==> src/rtl/ssd_scan_driver.sv <==
// Time-multiplexed 4-digit hex driver for a common-anode seven-segment display, with a debounced page button.
// Define LEADING_ZERO_BLANK_EN to blank leading zero digits of the selected half.
module ssd_scan_driver #(
  parameter int SCAN_DIV        = 100000,
  parameter int DEBOUNCE_CYCLES = 500000
) (
  input  logic        clk,
  input  logic        reset,
  input  logic [31:0] data_in,
  input  logic        page_btn,
  output logic [3:0]  an,
  output logic [6:0]  seg,
  output logic        dp,
  output logic        page
);

  localparam int ScanW = $clog2(SCAN_DIV);
  localparam int DebW  = $clog2(DEBOUNCE_CYCLES);
  localparam logic [ScanW-1:0] ScanLast = ScanW'(SCAN_DIV - 1);
  localparam logic [DebW-1:0]  DebLast  = DebW'(DEBOUNCE_CYCLES - 1);

  typedef enum logic [1:0] {IDLE, PRESS_WAIT, HELD, REL_WAIT} debState_t;

  logic [ScanW-1:0] scanCnt;
  logic [1:0]       digitIdx;
  logic [31:0]      shadow;
  logic             tick;
  logic             btnMeta, btnSync;
  debState_t        debState, debNext;
  logic [DebW-1:0]  debCnt, debCntNext;
  logic             toggle;
  logic [15:0]      half;
  logic [3:0]       nibble;
  logic             blank;

  function automatic logic [6:0] hexToSeg(input logic [3:0] nib);
    case (nib)
      4'h0: return 7'h40;
      4'h1: return 7'h79;
      4'h2: return 7'h24;
      4'h3: return 7'h30;
      4'h4: return 7'h19;
      4'h5: return 7'h12;
      4'h6: return 7'h02;
      4'h7: return 7'h78;
      4'h8: return 7'h00;
      4'h9: return 7'h10;
      4'hA: return 7'h08;
      4'hB: return 7'h03;
      4'hC: return 7'h46;
      4'hD: return 7'h21;
      4'hE: return 7'h06;
      4'hF: return 7'h0E;
    endcase
  endfunction

  assign tick = (scanCnt == ScanLast);

  // The shadow word is only refreshed at the 3->0 wrap so one frame always shows one coherent value.
  always_ff @(posedge clk or posedge reset) begin
    if (reset) begin
      scanCnt  <= '0;
      digitIdx <= 2'd0;
      shadow   <= 32'd0;
    end else begin
      scanCnt <= tick ? '0 : scanCnt + ScanW'(1);
      if (tick) begin
        digitIdx <= digitIdx + 2'd1;
        if (digitIdx == 2'd3) shadow <= data_in;
      end
    end
  end

  always_ff @(posedge clk or posedge reset) begin
    if (reset) begin
      btnMeta  <= 1'b0;
      btnSync  <= 1'b0;
      debState <= IDLE;
      debCnt   <= '0;
      page     <= 1'b0;
    end else begin
      btnMeta  <= page_btn;
      btnSync  <= btnMeta;
      debState <= debNext;
      debCnt   <= debCntNext;
      if (toggle) page <= ~page;
    end
  end

  // Page toggles only on the PRESS_WAIT->HELD edge, so a held button never re-toggles.
  always_comb begin
    debNext    = debState;
    debCntNext = debCnt;
    toggle     = 1'b0;
    case (debState)
      IDLE: begin
        if (btnSync) begin
          debNext    = PRESS_WAIT;
          debCntNext = '0;
        end
      end
      PRESS_WAIT: begin
        if (!btnSync) begin
          debNext = IDLE;
        end else if (debCnt == DebLast) begin
          debNext = HELD;
          toggle  = 1'b1;
        end else begin
          debCntNext = debCnt + DebW'(1);
        end
      end
      HELD: begin
        if (!btnSync) begin
          debNext    = REL_WAIT;
          debCntNext = '0;
        end
      end
      REL_WAIT: begin
        if (btnSync) begin
          debNext = HELD;
        end else if (debCnt == DebLast) begin
          debNext = IDLE;
        end else begin
          debCntNext = debCnt + DebW'(1);
        end
      end
      default: debNext = IDLE;
    endcase
  end

  always_comb begin
    half   = page ? shadow[31:16] : shadow[15:0];
    nibble = half[{digitIdx, 2'b00} +: 4];
`ifdef LEADING_ZERO_BLANK_EN
    blank  = (digitIdx != 2'd0) && ((half >> {digitIdx, 2'b00}) == 16'd0);
`else
    blank  = 1'b0;
`endif
  end

  always_ff @(posedge clk or posedge reset) begin
    if (reset) begin
      an  <= 4'b1111;
      seg <= 7'h7F;
      dp  <= 1'b1;
    end else begin
      an  <= ~(4'b0001 << digitIdx);
      seg <= blank ? 7'h7F : hexToSeg(nibble);
      dp  <= ~((digitIdx == 2'd3) && page);
    end
  end

endmodule

==> config.mk <==
export PLATFORM = sky130hd
export DESIGN_NAME = ssd_scan_driver
export DESIGN_NICKNAME = d
export VERILOG_FILES = /design/src/rtl/ssd_scan_driver.sv
export SDC_FILE = /design/constraint.sdc
export NUM_CORES = 1
export LEC_CHECK = 0
export ABC_AREA = 1
export BUFFER_PORTS_ARGS = -buffer_cell sky130_fd_sc_hd__buf_2
export CAP_MARGIN = 20
export CELL_PAD_IN_SITES_DETAIL_PLACEMENT = 1
export CELL_PAD_IN_SITES_GLOBAL_PLACEMENT = 2
export CORE_ASPECT_RATIO = 1.4
export CORE_MARGIN = 3
export CORE_UTILIZATION = 30
export CTS_CLUSTER_SIZE = 28
export DETAILED_ROUTE_END_ITERATION = 8
export PLACE_DENSITY_LB_ADDON = 0.15
export RECOVER_POWER = 100
export SETUP_SLACK_MARGIN = 0.15
export SYNTH_ARGS = -nofsm -noshare
export SYNTH_HDL_FRONTEND = slang
export SYNTH_SLANG_ARGS = --single-unit
==> constraint.sdc <==
create_clock -name clk -period 3.95 [get_ports clk]
set_clock_uncertainty 0.15 [all_clocks]
set_input_delay 0.79 -clock clk [delete_from_list [all_inputs] [get_ports clk]]
set_output_delay 0.79 -clock clk [all_outputs]
set_load 0.02 [all_outputs]
# Yosys cells after proc, flatten, opt, wreduce, memory -nomap -nowiden
# Memory sizes are Yosys's and may differ from the RTL's. A register that Yosys moved wholly into a read port is not among the register bits.
# Cells that the tools add are included.
[totals]
memories = 1
input_bits = 35
regBits = 80
word_cells = 54
mem_bits_ro = 112
out_inout_bits = 13
[classes]
n_bitwise = 3
n_shift = 2
add_sub_neg = 3
n_reduce_logical = 5
muxes = 18
n_eq_ne = 12
[mem_list]
columns = ["memory", "words", "word_bits", "read_ports", "rd_ports_with_merged_regs", "write_ports", "line_no", "text"]
rows = [
  ["(no name shown)", 16, 7, 1, 1, 0, "37", "case (nib)"],
]
[ops]
columns = ["cell", "count"]
rows = [
  ["$mux 19", 5],
  ["$pmux 19 s4", 1],
  ["$add 19x1->19 const B", 1],
  ["$eq 19x19->1 const B", 1],
  ["$add 17x1->17 const B", 1],
  ["$eq 17x17->1 const B", 1],
  ["$mux 17", 1],
  ["$mux 16", 1],
  ["$shiftx 16x5->4", 1],
  ["$mux 2", 6],
  ["$ne 2x2->1 const B", 4],
  ["$pmux 2 s4", 1],
  ["$reduce_and 4->1", 2],
  ["$eq 2x2->1 const B", 3],
  ["$ne 3x3->1 const B", 2],
  ["$not 4->4", 1],
  ["$shl 1x2->4 const A", 1],
  ["$mux 1", 3],
  ["$add 2x1->2 const B", 1],
  ["$eq 2x1->1 const B", 1],
  ["$logic_not 2->1", 1],
  ["$not 1->1", 2],
  ["$reduce_and 2->1", 1],
  ["$logic_and 1x1->1", 1],
]

# Depth between registers and ports, before layout
[logic_depth]
word_depth = 4
ltp_mapped = 14
depth_no_buf = 12

# Worst setup path before layout
# Ideal clock, no wire load.
[synth_path]
path_type = "register to register"
start = "register page"
end = "register seg[3]"
path_buffers = 2
t_arrival_ns = 1.848
setup_time_ns = 0.076
synth_period_minus_slack_ns = 2.075
path_slack_ns = 1.875
stages_incl_launch_ff = 14
path_cell_list = "dfrtp_1 buf_4 inv_2 buf_4 nand2_1 nand3_1 nand3_1 o21ai_1 inv_1 ha_1 nand3_1 nand2_1 nand2_1 nand2_1"
[synth_between]
elab_chain_len = 2
[synth_rtl]
columns = ["element", "line_no", "text"]
rows = [
  ["start, declared", "14", "output logic page"],
  ["start signal, assigned", "86", "if (toggle) page <= ~page;"],
  ["$mux 16", "132", "half = page ? shadow[31:16] : shadow[15:0];"],
  ["$shiftx 16x5->4", "133", "nibble = half[{digitIdx, 2'b00} +: 4];"],
  ["end, declared", "12", "output logic [6:0] seg,"],
]
# Every way passes these cells.
# A chain may end at the register's enable or synchronous reset.

# Worst setup path after layout
[layout_path]
start = "register page"
end = "register seg[6]"
# The elaborated chain is that of the path after synthesis.

==> summary.txt <==
Layout
  • Finished Cell Area: around 0.0054 mm²
  • Layout fillers: between 1500 and 2000
  • Area grow syn2layout: 13.1%
  • NumNets Final: about 720
  • Fraction of layout cells with a size suffix above 1: a little under an eighth
  • N_diodes: 0

Route
  • Drt wl/cell: 15.0 µm
  • Pre-antenna DRT Iters: 4
  • Vias: 4075
  • Detailed-route DRC error count: 0
  • ANT nets after route: 0
  • WL final: between 10000 and 15000 µm
  • DRT iter0 DRCs: between 150 and 200
  • Vias/cell: approximately 4.7

Setup path
  • Worst r2r src: page
  • Data arrival time of the critical path: about 3 ns
  • Crit Path Class: flip-flop to flip-flop
  • Crit end category: flip-flop
  • CP most frequent cell: nand2_1
  • Crit-path cells: inv_1 -> nand2_1 -> nand3_1 -> nand2_1 -> o21ai_0 -> inv_1 -> ha_1 -> nand3_1 -> nand2_1 -> nand2_1 -> nand2_1
  • Flop-to-flop setup slack: slightly below 1 ns
  • Critical path's largest stage delay: around 0.61 ns
  • Buf+Inv Stages, Crit Path: 2
  • Reg2Reg Capture Point: seg[6]
  • Slowest cell on the critical path: dfrtp_1
  • Critical path's top delay family: buffers and inverters
  • Critical Path RT: between 4 and 5 ns
  • Crit-path max FO: 20
  • Path depth of the worst reg2reg path: 11
  • Startpoint types: flip-flop

Die
  • Die area: around 0.017 mm²
  • IO Pins: 48
  • Height of the die: roughly 150 µm
  • Rows: 53
  • Core ar.: ~0.015 mm²
  • Initial Util: ~31%
  • Die Wd: about 110 µm

STA
  • Worst Tran Pin Value: roughly 1.8 ns
  • Period utilization: between 70 and 80%
  • Final Setup Violations: 0
  • Rel. slew slack: -21.3%
  • RSZ-0062 raised after global routing: false
  • Final Hold Vio Count: 0
  • F_max: 0.338 GHz
  • Min Clock Period, post-route: between 2 and 3 ns
  • Slew Limit Fails: 41
  • Setup tns final: 0 ns

Power
  • Maximum vdd drop: around 0.17 mV
  • Leakage: around 2.6 nW
  • PwrDens: about 350 mW/mm²

Logic synthesis
  • Cells after Synth: roughly 630
  • Cell Area, Synth: about 0.0047 mm²
  • Syn_nets: between 600 and 700
  • Synthesis-stage register bit count: 87
  • Sequential area share after synthesis: about 46%
  • Yosys warns: 0
  • Synth cell types: 31
  • Ys async rst share: 100%
  • Primary FF master, synth: dfrtp_1
  • Post-synth EDFFs: 0
  • Syn Area/Cell: 7.55 µm²

Global route
  • Total GRT Usage: between 15 and 20%
  • Vias in the first global route: ~4400
  • GR Overflow Total: 0
  • Initial antenna violation count: 0
  • First-pass GRT wire length: between 20000 and 25000 µm
  • Pin count of the biggest net entering global routing: between 40 and 50

Run status
  • Outcome: finished with violations
  • Failing checks: max-capacitance violations, max-slew violations

Clock network
  • Postcts setup bufs: 0
  • CTS tree: done
  • Clock Path Buffers: 2
  • CTS buffer count: 9
  • Root buffer cell: clkbuf_16
  • H-tree levels: 3
  • Clock sink count: 87
  • Worst-path clk slew: 0.07 ns
  • Cts repair resizes: 0
  • Hold buffers post-CTS: 0
  • Clk_lat worst skew: approximately 0.35 ns

Worst hold path
  • Min-Delay Startpoint: btnMeta
  • Hold Path End: btnSync
  • HP Class: flip-flop to flip-flop
  • Worst Hold Depth: 0

Placement
  • Buffers on Ports: between 40 and 50
  • Placed Instance Area: around 0.005 mm²
  • Routability cong.: about 0.82
  • HPWL after detailed placement: slightly below 10000 µm

Run
  • Maxcap violations: 1
[worst reg2reg max path, delay by kind of cell, from the launching register on]
family / cells / cell delay [ns]
and+or+nand+nor: 7 / 0.55
adders and majority gates: 1 / 0.27
DFF: 1 / 0.61
buffers and inverters: 2 / 0.70
AOI/OAI and AO/OA: 1 / 0.61
[routing by layer]
layer / routed length [µm] / GRT usage, % / part of all wire [%]
met1: 5370 / 17.2 / 41
met2: 7050 / 29.7 / 54
met3: 251 / 1.96 / 1.9
met4: 408 / 7.33 / 3.1
met5: 0 / 0 / 0
[synth_stat cells, types with 8 or more instances]
cell     instances  area [µm²]
o21ai_1         19        95.1
xor2_1          15         131
nand2_1        223         837
nand3_2         12         120
dfrtp_1         75        1880
nand3_1         72         360
o21ai_0          8        40.0
dfstp_2         12         315
inv_1           55         206
nor2_1          67         251
ha_1            12         150
[where the power goes]
part / switching (mW) / internal, mW / total (mW)
Sequential: 0.0159 / 0.899 / 0.915
Combinational: 0.0452 / 0.0199 / 0.0650
Clock: 0.362 / 0.553 / 0.916
[registers in the layout (all words and copies together) (netlist names), named ones only]
| register | cells |
|---|---|
| dp | 1 |
| btnSync | 1 |
| seg | 7 |
| shadow | 32 |
| an | 4 |
| debState | 1 |
| btnMeta | 1 |
| debCnt | 19 |
| page | 1 |
| scanCnt | 17 |
| digitIdx | 2 |
[layout by cell type (no fill, tap or decap), drive strengths merged, types with 4 or more instances in the layout]
cell / instances
nand2: 229
nand3: 84
dfrtp: 75
nor2: 70
inv: 62
buf: 36
o21ai: 27
clkbuf: 26
xor2: 15
ha: 12
dfstp: 12
nand4: 5
or2: 4
clkinv: 4
[logic make-up after synthesis]
logic type,after synthesis,share of synthesized area (%)
adders and majority gates,12,3.17
xor gates and xnor gates,15,2.78
AOI/OAI and AO/OA,33,3.62
and+or+nand+nor,399,36.6
DFF,87,46.3
buffers and inverters,81,7.48
[metrics by stage]
stage | cells | hold WS [ns] | power (mW) | utilization, % | setup WS [ns]
2_1_floorplan | 627 | 0.181 | 0.964 | - | 0.780
3_3_place_gp | 852 | 0.187 | 1.00 | 33.6 | 1.47
3_5_place_dp | 852 | 0.195 | 1.00 | 33.6 | 1.38
4_1_cts | 868 | 0.210 | 1.94 | 35.6 | 1.36
5_1_grt | 869 | 0.218 | 1.97 | 35.1 | 0.669
6_report | 869 | 0.206 | 1.90 | 35.1 | 0.993
[worst max path at each step]
stage	cells after the start	slack, ns	startpoint	to
after global placement	5	1.47	digitIdx[0]	shadow[22]
after CTS	12	1.36	page	seg[6]
after detailed placement	12	1.38	page	seg[6]
final	11	0.99	page	seg[6]
after floorplan	1	0.78	reset	asynchronous set/reset pin
after global routing	11	0.67	page	seg[3]
[cell type report]
| cell class | count | area [µm²] | share of cell area [%] |
|---|---|---|---|
| Sequential cell | 87 | 2190 | 40.9 |
| Multi-Input combinational cell | 459 | 2100 | 39.3 |
| Timing Repair Buffer | 52 | 268 | 5.00 |
| Tap cell | 192 | 240 | 4.49 |
| Inverter | 63 | 238 | 4.44 |
| Clock buffer | 10 | 229 | 4.28 |
| Clock inverter | 6 | 83.8 | 1.57 |
No activity file was read; power rests on OpenSTA's default activity.
